===== src/rtl/serial_addsub_pkg.sv =====
// ============================================================================
// Module      : serial_addsub_pkg
// Description : Shared state encoding and operation mode constants.
// Revision    : 1.0 - initial release
// ============================================================================
`default_nettype none

package serial_addsub_pkg;

   typedef enum logic [1:0] {
      IDLE = 2'd0,
      RUN  = 2'd1,
      DONE = 2'd2
   } state_t;

   localparam logic MODE_ADD = 1'b0;
   localparam logic MODE_SUB = 1'b1;

endpackage

`default_nettype wire


===== src/rtl/serial_addsub_digit_adder.sv =====
// ============================================================================
// Module      : digit_adder
// Description : Combinational DIGIT-bit ripple adder. It also exposes the
//               carry into the top bit so the caller can derive overflow.
// Revision    : 1.0 - initial release
// ============================================================================
`default_nettype none

module digit_adder #(
   parameter int DIGIT = 4
) (
   input  logic [DIGIT-1:0] a,
   input  logic [DIGIT-1:0] b,
   input  logic             cin,
   output logic [DIGIT-1:0] s,
   output logic             cout,
   output logic             c_msb
);

   logic [DIGIT:0] w_c;

   assign w_c[0] = cin;

   generate
      for (genvar i = 0; i < DIGIT; i++) begin : g_ripple
         assign s[i]     = a[i] ^ b[i] ^ w_c[i];
         assign w_c[i+1] = (a[i] & b[i]) | (w_c[i] & (a[i] ^ b[i]));
      end
   endgenerate

   assign cout  = w_c[DIGIT];
   assign c_msb = w_c[DIGIT-1];

endmodule

`default_nettype wire


===== src/rtl/serial_addsub.sv =====
// ============================================================================
// Module      : serial_addsub
// Description : Digit-serial adder/subtractor, LSB digit first, with
//               valid/ready handshakes on the operand and result sides.
// Revision    : 1.0 - initial release
// ============================================================================
`default_nettype none

module serial_addsub
   import serial_addsub_pkg::*;
#(
   parameter int WIDTH = 16,
   parameter int DIGIT = 4
) (
   input  logic             clk,
   input  logic             rst_n,
   input  logic             in_valid,
   output logic             in_ready,
   input  logic [WIDTH-1:0] A,
   input  logic [WIDTH-1:0] B,
   input  logic             Cin,
   input  logic             Sub,
   output logic             out_valid,
   input  logic             out_ready,
   output logic [WIDTH-1:0] Sum,
   output logic             Cout,
   output logic             Ovf
);

   localparam int NDIG = WIDTH / DIGIT;
   localparam int CW   = (NDIG > 1) ? $clog2(NDIG) : 1;

   generate
      if ((DIGIT < 1) || ((WIDTH % DIGIT) != 0)) begin : g_param_check
         $error("serial_addsub: WIDTH must be a positive multiple of DIGIT");
      end
   endgenerate

   state_t           r_state;
   state_t           w_state_nxt;
   logic             w_accept;
   logic             w_last;

   logic [WIDTH-1:0] r_a;
   logic [WIDTH-1:0] r_b;
   logic [WIDTH-1:0] r_acc;
   logic             r_c;
   logic [CW-1:0]    r_cnt;

   logic [DIGIT-1:0] w_ds;
   logic             w_dcout;
   logic             w_dcmsb;
   logic [WIDTH-1:0] w_acc_nxt;

   digit_adder #(
      .DIGIT (DIGIT)
   ) u_digit_adder (
      .a     (r_a[DIGIT-1:0]),
      .b     (r_b[DIGIT-1:0]),
      .cin   (r_c),
      .s     (w_ds),
      .cout  (w_dcout),
      .c_msb (w_dcmsb)
   );

   // New digit enters at the top so the LSB digit ends up at bit 0 after NDIG shifts
   assign w_acc_nxt = (WIDTH'(w_ds) << (WIDTH - DIGIT)) | (r_acc >> DIGIT);

   always_ff @(posedge clk) begin
      if (!rst_n) begin
         r_state <= IDLE;
      end else begin
         r_state <= w_state_nxt;
      end
   end

   always_comb begin
      w_state_nxt = r_state;
      in_ready    = 1'b0;
      out_valid   = 1'b0;
      w_accept    = 1'b0;
      w_last      = 1'b0;
      case (r_state)
         IDLE: begin
            in_ready = 1'b1;
            if (in_valid) begin
               w_accept    = 1'b1;
               w_state_nxt = RUN;
            end
         end
         RUN: begin
            w_last = (r_cnt == CW'(NDIG - 1));
            if (w_last) begin
               w_state_nxt = DONE;
            end
         end
         DONE: begin
            out_valid = 1'b1;
            if (out_ready) begin
               w_state_nxt = IDLE;
            end
         end
         default: begin
            w_state_nxt = IDLE;
         end
      endcase
   end

   // Results are published only on the final digit, so Sum/Cout/Ovf never expose partial work
   always_ff @(posedge clk) begin
      if (!rst_n) begin
         r_a   <= '0;
         r_b   <= '0;
         r_acc <= '0;
         r_c   <= 1'b0;
         r_cnt <= '0;
         Sum   <= '0;
         Cout  <= 1'b0;
         Ovf   <= 1'b0;
      end else if (w_accept) begin
         r_a   <= A;
         r_b   <= (Sub == MODE_SUB) ? ~B : B;
         r_c   <= (Sub == MODE_SUB) ? ~Cin : Cin;
         r_cnt <= '0;
      end else if (r_state == RUN) begin
         r_a   <= r_a >> DIGIT;
         r_b   <= r_b >> DIGIT;
         r_c   <= w_dcout;
         r_acc <= w_acc_nxt;
         r_cnt <= r_cnt + CW'(1);
         if (w_last) begin
            Sum  <= w_acc_nxt;
            Cout <= w_dcout;
            Ovf  <= w_dcmsb ^ w_dcout;
         end
      end
   end

endmodule

`default_nettype wire


===== config.mk =====
export PLATFORM = sky130hd
export DESIGN_NAME = serial_addsub
export DESIGN_NICKNAME = d
export VERILOG_FILES = /design/src/rtl/serial_addsub_pkg.sv /design/src/rtl/serial_addsub_digit_adder.sv /design/src/rtl/serial_addsub.sv
export SDC_FILE = /design/constraint.sdc
export NUM_CORES = 1
export LEC_CHECK = 0
export CAP_MARGIN = 20
export CORE_MARGIN = 1.5
export CORE_UTILIZATION = 45
export CTS_BUF_LIST = sky130_fd_sc_hd__clkbuf_8
export CTS_CLUSTER_DIAMETER = 50
export DETAILED_ROUTE_END_ITERATION = 10
export PLACE_DENSITY = 0.79
export SLEW_MARGIN = 15
export SYNTH_ARGS = -nofsm -noshare
export SYNTH_HDL_FRONTEND = slang
export SYNTH_SLANG_ARGS = --single-unit

===== constraint.sdc =====
create_clock -name clk -period 2.66 [get_ports clk]
set_input_delay 0.399 -clock clk [delete_from_list [all_inputs] [get_ports clk]]
set_output_delay 0.399 -clock clk [all_outputs]
set_load 0.02 [all_outputs]

# Word-level counts from Yosys, hierarchy flattened
# Index checks and enable logic that the tools add are counted.
# W data, S select, Z words.
[classes] eq_ne=6 n_addsub=1 n_reduce_logical=6 n_bitwise=26 mux=17
[op_table] op="$mux W16" n=5
[op_table] op="$not A16 Y16" n=1
[op_table] op="$or A16 B12 Y16" n=1
[op_table] op="$xor A1 B1 Y1" n=9
[op_table] op="$and A1 B1 Y1" n=8
[op_table] op="$mux W1" n=8
[op_table] op="$mux W2" n=3
[op_table] op="$ne A2 B2 Y1 const B" n=3
[op_table] op="$pmux W2 S3" n=1
[op_table] op="$reduce_and A3 Y1" n=2
[op_table] op="$eq A2 B2 Y1 const B" n=2
[op_table] op="$or A1 B1 Y1" n=4
[op_table] op="$not A1 Y1" n=3
[op_table] op="$add A2 B1 Y2 const B" n=1
[op_table] op="$eq A2 B1 Y1 const B" n=1
[op_table] op="$logic_not A2 Y1" n=1
[op_table] op="$reduce_and A2 Y1" n=1
[op_table] op="$reduce_bool A2 Y1" n=1
[op_table] op="$reduce_or A2 Y1" n=1
[word_totals] wordCells=65 input_bits=38 output_inout_bits=20 ff_bits=71

# Logic depth before layout (Yosys ltp)
# Gate-level depths: netlist of the first run.
[logic_depth] word_depth=11 mapped_depth=10

# By module
# A second synthesis of the first run with hierarchy kept.
[hier_totals] cells_unflattened=331 area_unflattened_um2=2939.1
[modules_own_cells] mod="serial_addsub" n_inst=1 seq_area_each_um2=1341.3 cells_per_inst=319 area_per_inst_um2=2829.0
[modules_own_cells] mod="digit_adder" n_inst=1 seq_area_each_um2=0.0 cells_per_inst=12 area_per_inst_um2=110.1

# Worst setup path before layout of the first run
# Ideal clock, no wire load.
[synth_timing] path_type="reg2reg" startpoint="reg r_a[0]" endpoint="reg r_acc[15]" n_path_buf=0 setup_ns=0.086 path_slack_ns=0.556 period_less_slack_ns=2.104 stages_incl_launch_ff=9 arrival_ns=2.018 cell_sequence="dfxtp_1 -> fa_1 -> inv_1 -> fa_1 -> inv_1 -> fa_1 -> inv_1 -> fa_1 -> a211oi_1"
[synth_between] elab_chain_cells=9
[synth_lines] element="start, declared" line="serial_addsub.sv:44" rtl="logic [WIDTH-1:0] r_a;"
[synth_lines] element="start signal, assigned" line="serial_addsub.sv:126" rtl="r_a <= r_a >> DIGIT;"
[synth_lines] element="$xor A1 B1 Y1" line="serial_addsub_digit_adder.sv:27" rtl="assign w_c[i+1] = (a[i] & b[i]) | (w_c[i] & (a[i] ^ b[i]));"
[synth_lines] element="$and A1 B1 Y1" line="serial_addsub_digit_adder.sv:27"
[synth_lines] element="$or A1 B1 Y1 *" line="serial_addsub_digit_adder.sv:27"
[synth_lines] element="$and A1 B1 Y1 *" line="serial_addsub_digit_adder.sv:27"
[synth_lines] element="$or A1 B1 Y1 *" line="serial_addsub_digit_adder.sv:27"
[synth_lines] element="$and A1 B1 Y1 *" line="serial_addsub_digit_adder.sv:27"
[synth_lines] element="$or A1 B1 Y1 *" line="serial_addsub_digit_adder.sv:27"
[synth_lines] element="$xor A1 B1 Y1 *" line="serial_addsub_digit_adder.sv:26" rtl="assign s[i] = a[i] ^ b[i] ^ w_c[i];"
[synth_lines] element="$or A16 B12 Y16 *" line="serial_addsub.sv:67" rtl="assign w_acc_nxt = (WIDTH'(w_ds) << (WIDTH - DIGIT)) | (r_acc >> DIGIT);"
[synth_lines] element="end signal, assigned" line="serial_addsub.sv:129" rtl="r_acc <= w_acc_nxt;"
[synth_lines] element="end, declared" line="serial_addsub.sv:46" rtl="logic [WIDTH-1:0] r_acc;"
# Every way passes the cells marked *; elsewhere a longest branch is shown, timed or not.
# A chain may end at the register's enable or synchronous reset.

# Worst setup path after layout of the first run
[layout_timing] startpoint="reg r_state[1]" endpoint="out out_valid"
[layout_between] elab_chain_cells=2
[layout_lines] element="start, declared" line="serial_addsub.sv:39" rtl="state_t r_state;"
[layout_lines] element="start signal, assigned" line="serial_addsub.sv:73" rtl="r_state <= w_state_nxt;"
[layout_lines] element="$eq A2 B2 Y1" line="serial_addsub.sv:83" rtl="case (r_state)"
[layout_lines] element="$mux W1" line="serial_addsub.sv:83"
[layout_lines] element="end, declared" line="serial_addsub.sv:23" rtl="output logic out_valid,"
# No other way between the ends.

==> report_table.html, run 1 <==
<table>
<tr><th>Metric</th><th>Value</th></tr>
<tr><th colspan="2">Worst setup path</th></tr>
<tr><td>Category of the critical setup timing path</td><td>flop to output port</td></tr>
<tr><td>Maximum fanout along the worst path</td><td>17</td></tr>
<tr><td>WP data arrival</td><td>1.92 ns</td></tr>
<tr><td>Startpoint of the most critical register-to-register path</td><td>r_a[0]</td></tr>
<tr><td>CP Cell Sequence</td><td>nor2b_1, clkdlybuf4s50_1</td></tr>
<tr><td>Slowest stage delay, CP</td><td>0.68 ns</td></tr>
<tr><td>Required time worst endpoint</td><td>2.26 ns</td></tr>
<tr><td>Depth of the worst register-to-register path</td><td>8</td></tr>
<tr><td>CP bufs+invs</td><td>1</td></tr>
<tr><td>Master of the slowest instance on the critical path</td><td>sky130_fd_sc_hd__dfxtp_1</td></tr>
<tr><td>Reg2reg setup slack</td><td>0.45 ns</td></tr>
<tr><td>Reg2Reg Capture Point</td><td>r_acc[15]</td></tr>
<tr><td>Capturing element type of the critical path</td><td>output port</td></tr>
<tr><td>Cell family with most CP delay</td><td>flip-flops</td></tr>
<tr><td>Worst Setup Start Kind</td><td>flop</td></tr>
<tr><th colspan="2">Synth</th></tr>
<tr><td>Synthesized-area fraction occupied by xor and xnor cells</td><td>0.0572</td></tr>
<tr><td>Area contributors post-synth</td><td>sky130_fd_sc_hd__dfxtp_1 46%, sky130_fd_sc_hd__a21oi_1 8.6%, sky130_fd_sc_hd__nand2_1 8.5%, sky130_fd_sc_hd__nor2_1 3.7%, sky130_fd_sc_hd__xnor2_1 3.3%</td></tr>
<tr><td>Cell area after synthesis</td><td>2910 um2</td></tr>
<tr><td>Total number of yosys warnings</td><td>0</td></tr>
<tr><td>Syn_area_per_cell</td><td>8.80 um2</td></tr>
<tr><td>Synthesized instance count</td><td>331</td></tr>
<tr><td>Mux cell area share after synthesis</td><td>0</td></tr>
<tr><td>Share of Yosys cell area claimed by the top area cell type</td><td>0.461</td></tr>
<tr><td>Cell type contributing the most total cell area after synthesis</td><td>sky130_fd_sc_hd__dfxtp_1</td></tr>
<tr><td>Most numerous cell in the Yosys netlist</td><td>sky130_fd_sc_hd__dfxtp_1</td></tr>
<tr><td>Share of synthesized registers carrying an async set or reset</td><td>0</td></tr>
<tr><td>Synth Area in Compound Gates</td><td>0.198</td></tr>
<tr><td>Sequential-to-total area share from yosys stat</td><td>0.461</td></tr>
<tr><td>Synthesized Nets</td><td>374</td></tr>
<tr><td>Adder-Cell Fraction of Synth Area</td><td>0.0318</td></tr>
<tr><td>Synth Register Bits</td><td>67</td></tr>
<tr><td>Ys flop type</td><td>sky130_fd_sc_hd__dfxtp_1</td></tr>
<tr><td>Dominant combinational cell family by area after synthesis</td><td>compound AO/OA/AOI/OAI gates</td></tr>
<tr><td>Most numerous cell types in the synthesized netlist</td><td>67 x sky130_fd_sc_hd__dfxtp_1, 66 x sky130_fd_sc_hd__nand2_1, 50 x sky130_fd_sc_hd__a21oi_1</td></tr>
<tr><td>Post-synthesis share of cell area spent on and, or, nand and nor gates</td><td>0.176</td></tr>
<tr><td>Library cells used by synthesis</td><td>39</td></tr>
<tr><td>Number of enable flip-flop cells after synthesis</td><td>0</td></tr>
<tr><th colspan="2">Run</th></tr>
<tr><td>Number of maximum-capacitance constraint violations</td><td>0</td></tr>
<tr><th colspan="2">Clock tree</th></tr>
<tr><td>Worst skew pair latency</td><td>0.35 ns</td></tr>
<tr><td>Max Root-Sink Buffers</td><td>2</td></tr>
<tr><td>Number of clock sinks</td><td>67</td></tr>
<tr><td>Deepest level of the CTS H-tree</td><td>3</td></tr>
<tr><td>CTS tree</td><td>done</td></tr>
<tr><td>Cell chosen for the clock root</td><td>sky130_fd_sc_hd__clkbuf_8</td></tr>
<tr><td>CTS buffer count</td><td>9</td></tr>
<tr><td>CTS-repair resized insts</td><td>0</td></tr>
<tr><td>Number of buffers inserted to repair setup after CTS</td><td>0</td></tr>
<tr><td>Cts hold-fix bufs</td><td>0</td></tr>
<tr><td>Clock transition at the registers of the reported paths</td><td>0.07 ns</td></tr>
<tr><th colspan="2">Routing</th></tr>
<tr><td>1st-iter DRT viols</td><td>117</td></tr>
<tr><td>Final routed wirelength across all metal layers</td><td>5990 um</td></tr>
<tr><td>Drt pass-1 iters</td><td>4</td></tr>
<tr><td>Vias</td><td>2376</td></tr>
<tr><td>Post-detailed-route wirelength per cell</td><td>13.0 um</td></tr>
<tr><td>Post-route DRC</td><td>0</td></tr>
<tr><td>Ratio of routed vias to standard cells</td><td>5.15</td></tr>
<tr><td>Post-route antenna net violation count</td><td>0</td></tr>
<tr><th colspan="2">Timing</th></tr>
<tr><td>Worst-case clock skew</td><td>0.0121 ns</td></tr>
<tr><td>Fmax</td><td>431 MHz</td></tr>
<tr><td>Final-report max-slew violation count</td><td>0</td></tr>
<tr><td>Hold Vio Cnt, Final</td><td>0</td></tr>
<tr><td>Portion of the clock cycle consumed by the worst path in the final layout</td><td>0.872</td></tr>
<tr><td>Tmin final</td><td>2.32 ns</td></tr>
<tr><td>Worst slew slack as a fraction of its limit</td><td>0.535</td></tr>
<tr><td>Worst Max-Slew Pin Slew</td><td>0.697 ns</td></tr>
<tr><td>Count of endpoints failing setup in the final report</td><td>0</td></tr>
<tr><td>Post-Route Hold Slack</td><td>0.442 ns</td></tr>
<tr><td>Total Negative Setup Slacks</td><td>0 ns</td></tr>
<tr><td>Unrepaired setup endpoints after global routing</td><td>false</td></tr>
<tr><th colspan="2">Floorplanning</th></tr>
<tr><td>Die X</td><td>83.4 um</td></tr>
<tr><td>Placement Rows</td><td>29</td></tr>
<tr><td>Initial standard-cell utilization of the core</td><td>0.461</td></tr>
<tr><td>Top-Level Pins</td><td>58</td></tr>
<tr><td>Total die area</td><td>6960 um2</td></tr>
<tr><td>Die boundary height</td><td>83.4 um</td></tr>
<tr><td>Area of the core region</td><td>6310 um2</td></tr>
<tr><th colspan="2">Final layout</th></tr>
<tr><td>Fraction of final layout cells with drive strength greater than 1</td><td>0.0885</td></tr>
<tr><td>Total area of multi-input combinational cells</td><td>1350 um2</td></tr>
<tr><td>P&amp;R area growth vs syn</td><td>25.8%</td></tr>
<tr><td>Ant diodes</td><td>0</td></tr>
<tr><td>Number of filler cells placed in the layout</td><td>576</td></tr>
<tr><td>Fin nets</td><td>422</td></tr>
<tr><td>Total area of sequential cells</td><td>1340 um2</td></tr>
<tr><th colspan="2">Hold path</th></tr>
<tr><td>Classification of the worst-slack hold path</td><td>flop to flop</td></tr>
<tr><td>Start point of the worst hold path</td><td>r_acc[5]</td></tr>
<tr><td>Min-Delay Endpoint</td><td>Sum[1]</td></tr>
<tr><td>Depth of the worst hold-timing path</td><td>2</td></tr>
<tr><th colspan="2">GRT</th></tr>
<tr><td>Largest net degree at the start of global routing</td><td>45</td></tr>
<tr><td>Number of global-route vias before repair</td><td>2293</td></tr>
<tr><td>Grt total ovfl</td><td>0</td></tr>
<tr><td>Initial antenna violation count</td><td>0</td></tr>
<tr><td>Global-route wire length before repair</td><td>10400 um</td></tr>
<tr><td>Total track usage</td><td>0.187</td></tr>
<tr><th colspan="2">Placement</th></tr>
<tr><td>Routability Congestion</td><td>0.756</td></tr>
<tr><td>Port Buf Inserts</td><td>57</td></tr>
<tr><td>Placed wire-length estimate</td><td>4000 um</td></tr>
<tr><th colspan="2">Outcome</th></tr>
<tr><td>Status</td><td>complete, no violations</td></tr>
<tr><th colspan="2">Power and ir drop</th></tr>
<tr><td>IR Drop Worst-Case VDD</td><td>345 uV</td></tr>
<tr><td>Total power divided by cell area</td><td>617 nW/um2</td></tr>
<tr><td>Leak pwr</td><td>1.32 nW</td></tr>
</table>
[cell families (layout without fill, tap and decap cells)]
logic type / Yosys count / count (layout)
and+or+nand+nor: 116 / 116
AOI/OAI and AO/OA: 88 / 88
DFF: 67 / 67
buffers and inverters: 36 / 89
xor gates and xnor gates: 19 / 19
adders and majority gates: 5 / 5
[worst max-delay path by stage]
stage | start | endpoint | slack [ns] | depth (start not counted)
after floorplan | r_a[0] | r_acc[15] | 0.56 | 8
after global placement | r_a[0] | r_acc[15] | 0.50 | 8
after detailed placement | r_a[0] | r_acc[15] | 0.44 | 8
after CTS | r_state[1] | out_valid | 0.31 | 2
after global routing | r_a[0] | Ovf | 0.22 | 10
final | r_state[1] | out_valid | 0.34 | 2
[worst min-delay path: cells and delay by family, from the launching register on]
kind / cells / cell delay [ns]
compound gates: 1 / 0.05
flops: 1 / 0.31
simple gates: 1 / 0.05
[report_power, final]
part	total [W]	switching, W	internal [W]
registers	0.00109	0.0000394	0.00106
logic	0.000288	0.000141	0.000147
clock network	0.000876	0.000389	0.000487
[metrics by stage]
step,instance area [um2],setup WS (ns),power (W),util,std cells
3_5_place_dp,3450,0.444,0.00140,0.547,445
6_report,3660,0.340,0.00226,0.580,461
3_3_place_gp,3450,0.504,0.00140,0.547,445
5_1_grt,3660,0.225,0.00237,0.580,461
4_1_cts,3660,0.315,0.00228,0.580,461
2_1_floorplan,2910,0.556,0.00131,-,331
[sequential cells by signal, summed over array words and instances (netlist names)]
name     count
Cout         1
r_cnt        2
r_state      2
Sum         16
Ovf          1
r_b         16
r_a         16
r_acc       12
r_c          1
[per-layer routing]
| metal | share of wire | GRT usage | vias up |
|---|---|---|---|
| met5 | 0 | 0 | - |
| met4 | 0.012 | 0.0700 | 0 |
| met3 | 0.061 | 0.0716 | 8 |
| met2 | 0.48 | 0.307 | 74 |
| met1 | 0.44 | 0.224 | 1079 |
| li1 | - | - | 1215 |
[placed cells by master, fill, tap and decap left out, types with 5 or more instances in the layout]
cell type,count
sky130_fd_sc_hd__nand3_1,5
sky130_fd_sc_hd__a221o_1,9
sky130_fd_sc_hd__buf_4,5
sky130_fd_sc_hd__nand2_1,66
sky130_fd_sc_hd__a21oi_1,50
sky130_fd_sc_hd__nor2_1,29
sky130_fd_sc_hd__clkbuf_8,11
sky130_fd_sc_hd__a211oi_1,5
sky130_fd_sc_hd__xor2_1,8
sky130_fd_sc_hd__dfxtp_1,67
sky130_fd_sc_hd__xnor2_1,11
sky130_fd_sc_hd__nor2b_1,5
sky130_fd_sc_hd__clkdlybuf4s50_1,57
sky130_fd_sc_hd__inv_1,9
[area by class of cell]
class	instances	share of cell area
Sequential cell	67	0.366
Inverter	10	0.0102
Clock buffer	11	0.0413
Multi-Input combinational cell	228	0.368
Timing Repair Buffer	63	0.171
Clock inverter	5	0.0164
Tap cell	77	0.0263
(Power assumes the default switching activity.)
==> run 2, diff against run 1 <==
Settings changed: SLEW_MARGIN 15 to not set.
==> results of run 2 <==
No change in the layout: final DEF, timing and power equal those of run 1.
==> run 3, diff against run 2 <==
Settings changed: CTS_CLUSTER_SIZE set to 25.
==> results of run 3 <==
No change in the layout: final DEF, timing and power equal those of run 1.
